### config.mk
export PLATFORM = sky130hd
export DESIGN_NAME = seq_chunk_adder_ctrl
export DESIGN_NICKNAME = d
export VERILOG_FILES = /design/src/rtl/seq_chunk_adder_ctrl.sv
export SDC_FILE = /design/constraint.sdc
export NUM_CORES = 1
export LEC_CHECK = 0
export ABC_AREA = 1
export CELL_PAD_IN_SITES_DETAIL_PLACEMENT = 2
export CELL_PAD_IN_SITES_GLOBAL_PLACEMENT = 2
export CORE_UTILIZATION = 35
export CTS_CLUSTER_DIAMETER = 40
export CTS_CLUSTER_SIZE = 30
export DETAILED_ROUTE_END_ITERATION = 8
export GPL_ROUTABILITY_DRIVEN = 0
export PLACE_DENSITY = 0.84
export SLEW_MARGIN = 15
export SYNTH_ARGS = -nofsm -noshare
export SYNTH_HDL_FRONTEND = slang
export SYNTH_SLANG_ARGS = --single-unit
export TNS_END_PERCENT = 5
### constraint.sdc
create_clock -name clk -period 9 [get_ports clk]
set_clock_uncertainty 0.15 [all_clocks]
set_input_delay 1.8 -clock clk [delete_from_list [all_inputs] [get_ports clk]]
set_output_delay 1.8 -clock clk [all_outputs]
set_load 0.05 [all_outputs]
### src/rtl/seq_chunk_adder_ctrl.sv
// Multi-cycle WIDTH-bit adder built from one CHUNK-bit slice, used LSB chunk first,
// with a registered carry between chunks and valid/ready handshakes on both sides.
module seq_chunk_adder_ctrl #(
  parameter int WIDTH = 32,
  parameter int CHUNK = 8
) (
  input  logic             clk,
  input  logic             rst_n,
  input  logic             in_valid,
  output logic             in_ready,
  input  logic [WIDTH-1:0] a,
  input  logic [WIDTH-1:0] b,
  input  logic             cin,
  output logic             out_valid,
  input  logic             out_ready,
  output logic [WIDTH-1:0] sum,
  output logic             cout,
  output logic             overflow
);

  localparam int CHUNK_SAFE = (CHUNK < 1) ? 1 : CHUNK;
  localparam int NCHUNK     = WIDTH / CHUNK_SAFE;
  localparam int IW         = (NCHUNK > 1) ? $clog2(NCHUNK) : 1;

  if ((CHUNK < 1) || (WIDTH < 1) || ((WIDTH % CHUNK_SAFE) != 0)) begin : g_bad_params
    $error("seq_chunk_adder_ctrl: WIDTH must be a positive multiple of CHUNK");
  end

  typedef enum logic [1:0] {
    ST_IDLE = 2'd0,
    ST_RUN  = 2'd1,
    ST_DONE = 2'd2
  } state_t;

  state_t           state_r, state_s;
  logic [IW-1:0]    idx_r, idx_s;
  logic             carry_r, carry_s;
  logic [WIDTH-1:0] a_r, a_s;
  logic [WIDTH-1:0] b_r, b_s;
  logic [WIDTH-1:0] sum_r, sum_s;
  logic             cout_r, cout_s;
  logic             overflow_r, overflow_s;
  logic             in_ready_r, in_ready_s;
  logic             out_valid_r, out_valid_s;

  logic [CHUNK_SAFE-1:0] a_chunk_s, b_chunk_s;
  logic [CHUNK_SAFE:0]   slice_s;
  logic                  msb_cin_s;
  logic                  last_s;

  // Slice adder on the currently selected chunk of the captured operands.
  always_comb begin
    a_chunk_s = a_r[idx_r*CHUNK_SAFE +: CHUNK_SAFE];
    b_chunk_s = b_r[idx_r*CHUNK_SAFE +: CHUNK_SAFE];
    slice_s   = {1'b0, a_chunk_s} + {1'b0, b_chunk_s} + {{CHUNK_SAFE{1'b0}}, carry_r};
    // Carry into the slice MSB recovered from its sum bit and operand bits.
    msb_cin_s = a_chunk_s[CHUNK_SAFE-1] ^ b_chunk_s[CHUNK_SAFE-1] ^ slice_s[CHUNK_SAFE-1];
    last_s    = (idx_r == IW'(NCHUNK - 1));
  end

  // Next-state and next-output logic for the IDLE/RUN/DONE sequencer.
  always_comb begin
    state_s    = state_r;
    idx_s      = idx_r;
    carry_s    = carry_r;
    a_s        = a_r;
    b_s        = b_r;
    sum_s      = sum_r;
    cout_s     = cout_r;
    overflow_s = overflow_r;
    case (state_r)
      ST_IDLE: begin
        if (in_valid) begin
          a_s     = a;
          b_s     = b;
          carry_s = cin;
          idx_s   = {IW{1'b0}};
          state_s = ST_RUN;
        end else begin
          state_s = ST_IDLE;
        end
      end
      ST_RUN: begin
        sum_s[idx_r*CHUNK_SAFE +: CHUNK_SAFE] = slice_s[CHUNK_SAFE-1:0];
        carry_s = slice_s[CHUNK_SAFE];
        if (last_s) begin
          cout_s     = slice_s[CHUNK_SAFE];
          overflow_s = msb_cin_s ^ slice_s[CHUNK_SAFE];
          state_s    = ST_DONE;
        end else begin
          idx_s   = idx_r + IW'(1'b1);
          state_s = ST_RUN;
        end
      end
      ST_DONE: begin
        if (out_ready) begin
          state_s = ST_IDLE;
        end else begin
          state_s = ST_DONE;
        end
      end
      default: begin
        state_s = ST_IDLE;
      end
    endcase
    // Handshake flags are registered copies of the state being entered.
    in_ready_s  = (state_s == ST_IDLE);
    out_valid_s = (state_s == ST_DONE);
  end

  // State, datapath and output registers.
  always_ff @(posedge clk or negedge rst_n) begin
    if (!rst_n) begin
      state_r     <= ST_IDLE;
      idx_r       <= {IW{1'b0}};
      carry_r     <= 1'b0;
      a_r         <= {WIDTH{1'b0}};
      b_r         <= {WIDTH{1'b0}};
      sum_r       <= {WIDTH{1'b0}};
      cout_r      <= 1'b0;
      overflow_r  <= 1'b0;
      in_ready_r  <= 1'b1;
      out_valid_r <= 1'b0;
    end else begin
      state_r     <= state_s;
      idx_r       <= idx_s;
      carry_r     <= carry_s;
      a_r         <= a_s;
      b_r         <= b_s;
      sum_r       <= sum_s;
      cout_r      <= cout_s;
      overflow_r  <= overflow_s;
      in_ready_r  <= in_ready_s;
      out_valid_r <= out_valid_s;
    end
  end

  assign in_ready  = in_ready_r;
  assign out_valid = out_valid_r;
  assign sum       = sum_r;
  assign cout      = cout_r;
  assign overflow  = overflow_r;

endmodule

==> metrics.txt, run 1 <==
final instance area=0.00654 mm2; Synth Warn #=0; FF+latch count, synth=105; clock sinks=105; drt drc=0; CTS resizes=0; Fill cells=1426; critical path data required time=9.14 ns; drt pass-1 iters=4; WP data arrival=3.95 ns; Max Slew Vio Count=0; Power Internal=1.50 mW; crit path max fanout=20; top_reg_cell synth=dfrtp_1; syn_area_per_cell=10.8 um2; Clk pwr share=12.8%; Synth area leaders=dfrtp_1 (51%), mux2_4 (12%), o21ai_0 (5.6%); register area=0.00263 mm2; Die H=123 um; CP Launch Type=flip-flop; 1st-iter DRT viols=157; DP Wirelength=10700 um; CP Capture Type=flip-flop; TritonCTS clock tree=yes; hold path cells=2; core area=0.0140 mm2; Num CTS Buffers=9; Comb pwr share=57.8%; IO Port Bufs=104; starting density of the core=36.2%; max cap viols=0; sw power=1.35 mW; Post-synth top cells=dfrtp_1 (104), nand2_1 (73), o21ai_0 (57); multi-input logic area=0.00224 mm2; Reg2Reg Setup Slack=5.20 ns; share of cells above drive strength 1=17.0%; endpoints failing setup=0; Clk Latency, worst-skew pair=0.35 ns; ANT nets after route=0; FMAX=263 MHz; Die Area=0.0150 mm2; vias in the first global route=4422; Reg clk slew, reported paths=0.07 ns; die span in x=123 um; Syn Inst Count=471; num rows=43; placed instance area=0.00627 mm2; Peak VDD IR=0.155 mV; final non-filler cell total=755; Seq pwr share=29.4%; R2R Path Start=idx_r[1]; ys async rst share=100%; first-pass GRT wire length=24200 um; worst min path class=reg2reg; # IOs=105; clock buffer depth=2; Clock Tree Root=clkbuf_16; final net count=655; post-synth top area cell=dfrtp_1; Yosys cell types=36; routed via count=3861; Placed Cells=740; share of the synthesized area in the top cell type=51.1%; post-layout min period=3.80 ns; H-tree levels=3; P per Cell Area=437 mW/mm2; Post-CTS Hold Fix Bufs=0; initial antenna violation count=0; switching share of total power=47.3%; EDFF count, synth=0; final clock period utilization by the worst path=42.3%; Pleak=3.01 nW; Worst slew margin=28.2%; worst-margin pin slew=1.08 ns; worst r2r dst=sum[12]; Net Count, Synth=555; Detailed Route WL=14600 um; routed vias/inst=5.11; area of the mapped netlist=0.00509 mm2; grt ovf=0; ANT cells=0; RSZ-0062 raised after global routing=false; Post-CTS Setup Repair Bufs=0; pin count of the biggest net entering global routing=67; Hold Path End=sum[8]; Total GRT Usage=21.4%; status=completed; worst-case reg-to-reg path depth=12; Area Overhead vs Synth=28.5%; WL per Instance=19.3 um; critical path class=reg2reg; setup TNS=0 ns; hold path start=sum[8]; most common cell in the netlist=dfrtp_1; post-synthesis sequential area ratio=51.6%; Final Hold Viols=0
## final cells by class
type / instances / area share (%)
Inverter: 29 / 1.66
Clock inverter: 3 / 0.268
Multi-Input combinational cell: 318 / 34.3
Timing Repair Buffer: 108 / 16.3
Clock buffer: 12 / 3.77
Sequential cell: 105 / 40.2
Tap cell: 180 / 3.44
## per-stage QoR
| stage | power (mW) | utilization (%) | hold slack [ns] | setup WS, ns |
|---|---|---|---|---|
| global route | 3.07 | 46.6 | 0.365 | 4.89 |
| detailed placement | 2.50 | 44.7 | 0.326 | 5.02 |
| CTS | 2.89 | 46.6 | 0.344 | 5.18 |
| floorplan | 1.95 | - | 0.322 | 6.15 |
| global placement | 2.40 | 44.7 | 0.317 | 5.14 |
| finish | 2.85 | 46.6 | 0.337 | 5.20 |
## worst max-delay path, stage by stage (launching register included)
cell and delay, ns:
dfrtp_1 0.89, inv_1 0.57, o21ai_0 0.21, o22ai_1 0.15
fa_1 0.46, fa_1 0.43, nand2_1 0.08, nand2_1 0.07
nand2_1 0.10, xor2_1 0.10, nor2_1 0.30, nand3_1 0.14
nand2_1 0.09
## placed cells by master, fill, tap and decap left out
cell type and instances:
clkbuf_8 1, inv_2 4, o21a_1 1, buf_4 5, clkinv_1 1, nor2_2 2
nor3_2 2, o31ai_1 4, a22o_1 1, fa_1 2, ha_1 13, nor2_8 1
nand3_4 1, o22ai_1 16, nor3_4 1, inv_1 24, nand2_1 73, a21oi_1 3
dfstp_2 1, clkbuf_1 2, clkinv_2 2, nand4_1 5, mux2_4 39, or2_2 1
clkbuf_16 9, nor3_1 1, o21ai_1 1, nand3b_1 1, dfrtp_1 104, clkdlybuf4s50_1 103
nor2_1 41, clkinvlp_4 1, nand2_2 1, mux2_2 25, o21ai_0 57, nand2_4 1
nand3_1 21, xor2_1 3, o21ai_2 1
## worst max-delay path by stage
stage | slack (ns) | end | startpoint | cells past startpoint
after global routing | 4.89 | sum[14] | idx_r[1] | 14
after CTS | 5.18 | sum[12] | idx_r[1] | 12
after global placement | 5.14 | idx_r[1] | in_valid | 6
after floorplan | 6.15 | sum[12] | idx_r[0] | 14
after detailed placement | 5.02 | idx_r[1] | in_valid | 6
final | 5.20 | sum[12] | idx_r[1] | 12
## power groups by stage
stage / Sequential, mW / Combinational, mW / Clock, mW
floorplan: 0.976 / 0.975 / 0
global placement: 0.824 / 1.57 / 0
detailed placement: 0.847 / 1.65 / 0
CTS: 0.843 / 1.67 / 0.375
global route: 0.865 / 1.82 / 0.390
finish: 0.839 / 1.65 / 0.365
## metal layers
metal	global-route usage [%]	up-vias	routed length [um]
met2	37.7	89	7450
met4	6.71	0	239
met1	26.5	1954	6440
met5	0	-	0
met3	3.86	21	452
li1	-	1797	-
## kinds of logic (layout without fill, tap and decap cells)
logic type               Yosys count  after routing  synth area share [%]
AO/OA/AOI/OAI                     84             84                  9.05
XOR/XNOR                           3              3                 0.516
adder cells (fa/ha/maj)           15             15                  3.98
buffers and inverters             48            152                  4.42
flip-flops                       105            105                  51.6
multiplexers                      64             64                  17.0
AND/OR/NAND/NOR                  152            152                  13.3
## state kept, by name (all words and copies together), names as in the netlist
signal and count:
cout 1, sum 32, b_r 32, carry_r 1
idx_r 2, overflow 1, out_valid 1, in_ready 1
a_r 32, state_r 2
(Power assumes the default switching activity.)
==> run 2, diff against run 1 <==
--- a/config.mk
+++ b/config.mk
@@ -8,12 +8,12 @@
 export ABC_AREA = 1
 export CELL_PAD_IN_SITES_DETAIL_PLACEMENT = 2
 export CELL_PAD_IN_SITES_GLOBAL_PLACEMENT = 2
-export CORE_UTILIZATION = 35
+export CORE_UTILIZATION = 30
 export CTS_CLUSTER_DIAMETER = 40
 export CTS_CLUSTER_SIZE = 30
 export DETAILED_ROUTE_END_ITERATION = 8
 export GPL_ROUTABILITY_DRIVEN = 0
-export PLACE_DENSITY = 0.84
+export PLACE_DENSITY = 0.76
 export SLEW_MARGIN = 15
 export SYNTH_ARGS = -nofsm -noshare
 export SYNTH_HDL_FRONTEND = slang
==> constraint.sdc (replaced) <==
create_clock -name clk -period 3.13 [get_ports clk]
set_clock_uncertainty 0.15 [all_clocks]
set_input_delay 0.626 -clock clk [delete_from_list [all_inputs] [get_ports clk]]
set_output_delay 0.626 -clock clk [all_outputs]
set_load 0.05 [all_outputs]
==> metrics.txt, run 2 (same netlist as run 1, synthesis figures left out) <==
status=completed; share of cells above drive strength 1=18.2%; CP Launch Type=flip-flop; Fill cells=1730; # IOs=105; worst setup margin=0.272 ns; Die Area=0.0175 mm2; Placed Cells=785; WL per Instance=18.4 um; 1st-iter DRT viols=86; P per Cell Area=1260 mW/mm2; num rows=47; clock sinks=105; sw power=3.91 mW; Comb pwr share=57.7%; Total GRT Usage=18.1%; ANT cells=0; Reg clk slew, reported paths=0.07 ns; Post-Place Setup Slack=-0.0543 ns; worst-margin pin slew=0.651 ns; core area=0.0166 mm2; Seq pwr share=28.5%; endpoints failing setup=0; Clk Latency, worst-skew pair=0.36 ns; post-layout min period=2.86 ns; routed vias/inst=4.86; final clock period utilization by the worst path=91.3%; final net count=661; Final Util=40.5%; Num CTS Buffers=9; vias in the first global route=4445; Clk pwr share=13.8%; worst-case reg-to-reg path depth=12; drt pass-1 iters=4; Die H=132 um; WP data arrival=2.95 ns; CP Capture Type=flip-flop; FMAX=350 MHz; Post-CTS Setup Repair Bufs=0; Worst slew margin=56.6%; Peak VDD IR=0.440 mV; Pleak=3.06 nW; first-pass GRT wire length=24400 um; Max Slew Vio Count=0; clock buffer depth=2; drt drc=0; total power=8.43 mW; Clock Tree Root=clkbuf_16; routed via count=3891; DP Wirelength=11000 um; final non-filler cell total=801; grt ovf=0; Power Internal=4.51 mW; initial antenna violation count=0; ANT nets after route=0; die span in x=132 um; critical path data required time=3.22 ns; worst min path class=reg2reg; Detailed Route WL=14700 um; switching share of total power=46.4%; crit path max fanout=39; critical path class=reg2reg; Area Overhead vs Synth=31.8%; max cap viols=0; RSZ-0062 raised after global routing=false; starting density of the core=30.7%; hold path cells=2; pin count of the biggest net entering global routing=67; most frequent cells in the layout=dfrtp_1 (103), clkdlybuf4s50_1 (103), nand2_1 (73), o21ai_0 (57), nor2_1 (41); Final Hold Viols=0; H-tree levels=3; IO Port Bufs=104; TritonCTS clock tree=yes
-- run 2: power groups by stage --
stage          combinational, mW  sequential, mW  clock [mW]
6_report                    4.86            2.41        1.16
5_1_grt                     5.35            2.48        1.23
4_1_cts                     4.94            2.42        1.20
3_5_place_dp                4.88            2.43           0
3_3_place_gp                4.71            2.38           0
2_1_floorplan               2.80            2.80           0
-- run 2: what timing repair did --
action                     CTS  global route
hold buffers                 1             0
hold endpoints to repair     3             0
pin swaps                    0             0
resized for setup            1             2
setup endpoints to repair    7            16
-- run 2: metrics by stage --
step / hold WS, ns / instance area (um2) / TNS (ns)
floorplan: 0.180 / 5090 / 0
global placement: 0.287 / 6400 / 0
detailed placement: 0.287 / 6400 / -0.238
CTS: 0.352 / 6710 / 0
global route: 0.379 / 6710 / 0
finish: 0.346 / 6710 / 0
-- run 2: critical path, stage by stage, from the launching register on --
cell	delay, ns
dfrtp_2	0.47
buf_4	0.44
o21ai_0	0.16
o22ai_1	0.27
ha_1	0.34
nand2_1	0.10
inv_1	0.04
a21oi_1	0.18
nand2_1	0.13
nand2_1	0.08
nand2_1	0.15
nand3_1	0.14
nand2_1	0.07
-- run 2: final cells by class --
class	count	area (um2)	share of cell area, %
multi-input cells	318	2240	33.4
inverters	29	111	1.66
clock inverters	4	53.8	0.802
repair buffers	114	1150	17.2
clock buffers	11	243	3.62
well taps	220	275	4.10
flip-flops and latches	105	2630	39.2
-- run 2: final timing paths --
check,startpoint,end,slack [ns]
worst max-delay path,idx_r[0],sum[23],0.27
worst min-delay path,sum[19],sum[19],0.35
worst max register to register,idx_r[0],sum[23],0.27
worst min register to register,sum[19],sum[19],0.35
max in group asynchronous,rst_n,idx_r[0],1.49
min in group asynchronous,rst_n,carry_r,0.47
-- run 2: per-layer routing --
layer | wire length [um] | track usage (%) | vias to the layer above
met1 | 6790 | 23.3 | 1967
met5 | 0 | 0 | -
met2 | 7210 | 30.5 | 87
li1 | - | - | 1819
met4 | 247 | 6.32 | 0
met3 | 493 | 3.15 | 18
==> run 3, diff against run 2 <==
--- a/config.mk
+++ b/config.mk
@@ -9,6 +9,7 @@
 export CELL_PAD_IN_SITES_DETAIL_PLACEMENT = 2
 export CELL_PAD_IN_SITES_GLOBAL_PLACEMENT = 2
 export CORE_UTILIZATION = 30
+export CTS_BUF_LIST = sky130_fd_sc_hd__clkbuf_16
 export CTS_CLUSTER_DIAMETER = 40
 export CTS_CLUSTER_SIZE = 30
 export DETAILED_ROUTE_END_ITERATION = 8
==> metrics.txt, run 3 (same netlist as run 1, synthesis figures left out) <==
status=completed; worst path cell trace=buf_4 > o21ai_0 > o22ai_1 > ha_1 > nand2_1 > nand2_1 > nand2_1 > xor2_1 > nand3_1 > o21ai_0; FMAX=354 MHz; clock buffer depth=2; 1st-iter DRT viols=95; CP Capture Type=flip-flop; Worst slew margin=56.6%; CP Launch Type=flip-flop; most frequent cells in the layout=dfrtp_1 (103), clkdlybuf4s50_1 (103), nand2_1 (73), o21ai_0 (57), nor2_1 (41); die span in x=132 um; ANT nets after route=0; Placed Cells=785; ANT cells=0; drt drc=0; final net count=661; Clock Tree Root=clkbuf_16; family with the most delay on the worst path=compound AO/OA/AOI/OAI gates; starting density of the core=30.7%; Num CTS Buffers=9; Slowest-stage cell, CP=dfrtp_2; routed via count=3871; share of cells above drive strength 1=18.1%; H-tree levels=3; Final Hold Viols=0; WP buf/inv=1; P per Cell Area=1250 mW/mm2; Pleak=3.06 nW; WL per Instance=18.3 um; CP startpoint=idx_r[0]; worst-margin pin slew=0.651 ns; grt ovf=0; Die Area=0.0175 mm2; endpoints failing setup=0; WP data arrival=2.95 ns; IO Port Bufs=104; clock sinks=105; worst min path class=reg2reg; # IOs=105; initial antenna violation count=0; post-layout min period=2.83 ns; hold path start=sum[15]; Reg2Reg Setup Slack=0.30 ns; Clk Latency, worst-skew pair=0.36 ns; num rows=47; critical path data required time=3.25 ns; Max Slew Vio Count=0; Detailed Route WL=14700 um; final non-filler cell total=801; crit path max fanout=39; R2R Path Start=idx_r[0]; TritonCTS clock tree=yes; crit-path most repeated cell=nand2_1; placed instance area=0.00640 mm2; core area=0.0166 mm2; drt pass-1 iters=4; Reg clk slew, reported paths=0.07 ns; max cap viols=0; first-pass GRT wire length=24400 um; critical path class=reg2reg; final clock period utilization by the worst path=90.4%; DP Wirelength=11000 um; Die H=132 um; Area Overhead vs Synth=31.6%; final instance area=0.00670 mm2; Total GRT Usage=17.9%; routed vias/inst=4.83; Peak VDD IR=0.438 mV; vias in the first global route=4433; Crit path largest cell delay=0.47 ns; pin count of the biggest net entering global routing=67; RSZ-0062 raised after global routing=false
## run 3: cell types whose count changed in the layout (fill, tap and decap cells not counted)
cell | before | now
clkbuf_1 | 1 | 0
clkbuf_8 | 1 | 0
clkinv_1 | 0 | 1
inv_1 | 24 | 25
## run 3: through the flow
step                      power [mW]  worst slack (ns)  hold slack [ns]  util [%]  setup TNS (ns)
after floorplan                 5.61             0.279            0.180         -               0
after global placement          7.10             0.182            0.287      38.6               0
after detailed placement        7.31           -0.0543            0.287      38.6          -0.238
after CTS                       8.51            0.0796            0.352      40.4               0
after global routing            9.03            0.0401            0.379      40.4               0
final                           8.38             0.301            0.342      40.4               0
## run 3: worst paths after layout
kind | end | cells past startpoint
max | sum[27] | 10
min | sum[15] | 2
max reg2reg | sum[27] | 10
min reg2reg | sum[15] | 2
max in group asynchronous | idx_r[0] | 3
min in group asynchronous | carry_r | 2
## run 3: worst reg2reg max path: cells and delay by family (launching register included)
kind	cells	cell delay, ns
buffers and inverters	1	0.43
xor gates and xnor gates	1	0.34
and+or+nand+nor	4	0.41
adders and majority gates	1	0.29
DFF	1	0.47
AOI/OAI and AO/OA	3	0.65
## run 3: final cells by class
type | instances | area (um2)
clock buffer | 9 | 225
sequential | 105 | 2630
tap | 220 | 275
inverter | 29 | 111
timing repair buffer | 114 | 1150
fill | 1730 | 9880
multi-input combinational | 318 | 2240
clock inverter | 6 | 61.3
## run 3: per-layer routing
metal  wire length [um]  up-vias  track usage (%)
met4                171        0             5.17
met3                440       12             2.88
met5                  0        -                0
met2               7250       82             31.0
li1                   -     1823                -
met1               6790     1954             23.1
## run 3: report_power, final
| part | internal, mW | switching (mW) | total [mW] |
|---|---|---|---|
| Sequential | 1.98 | 0.422 | 2.40 |
| Clock | 0.612 | 0.513 | 1.12 |
| Combinational | 1.89 | 2.96 | 4.85 |
## run 3: repair_timing
item,CTS,global route
hold endpoints to repair,3,0
gates resized for setup,1,2
endpoints found under the setup margin,7,13
hold buffers,1,0
buffers inserted,0,0
pin swaps,0,0
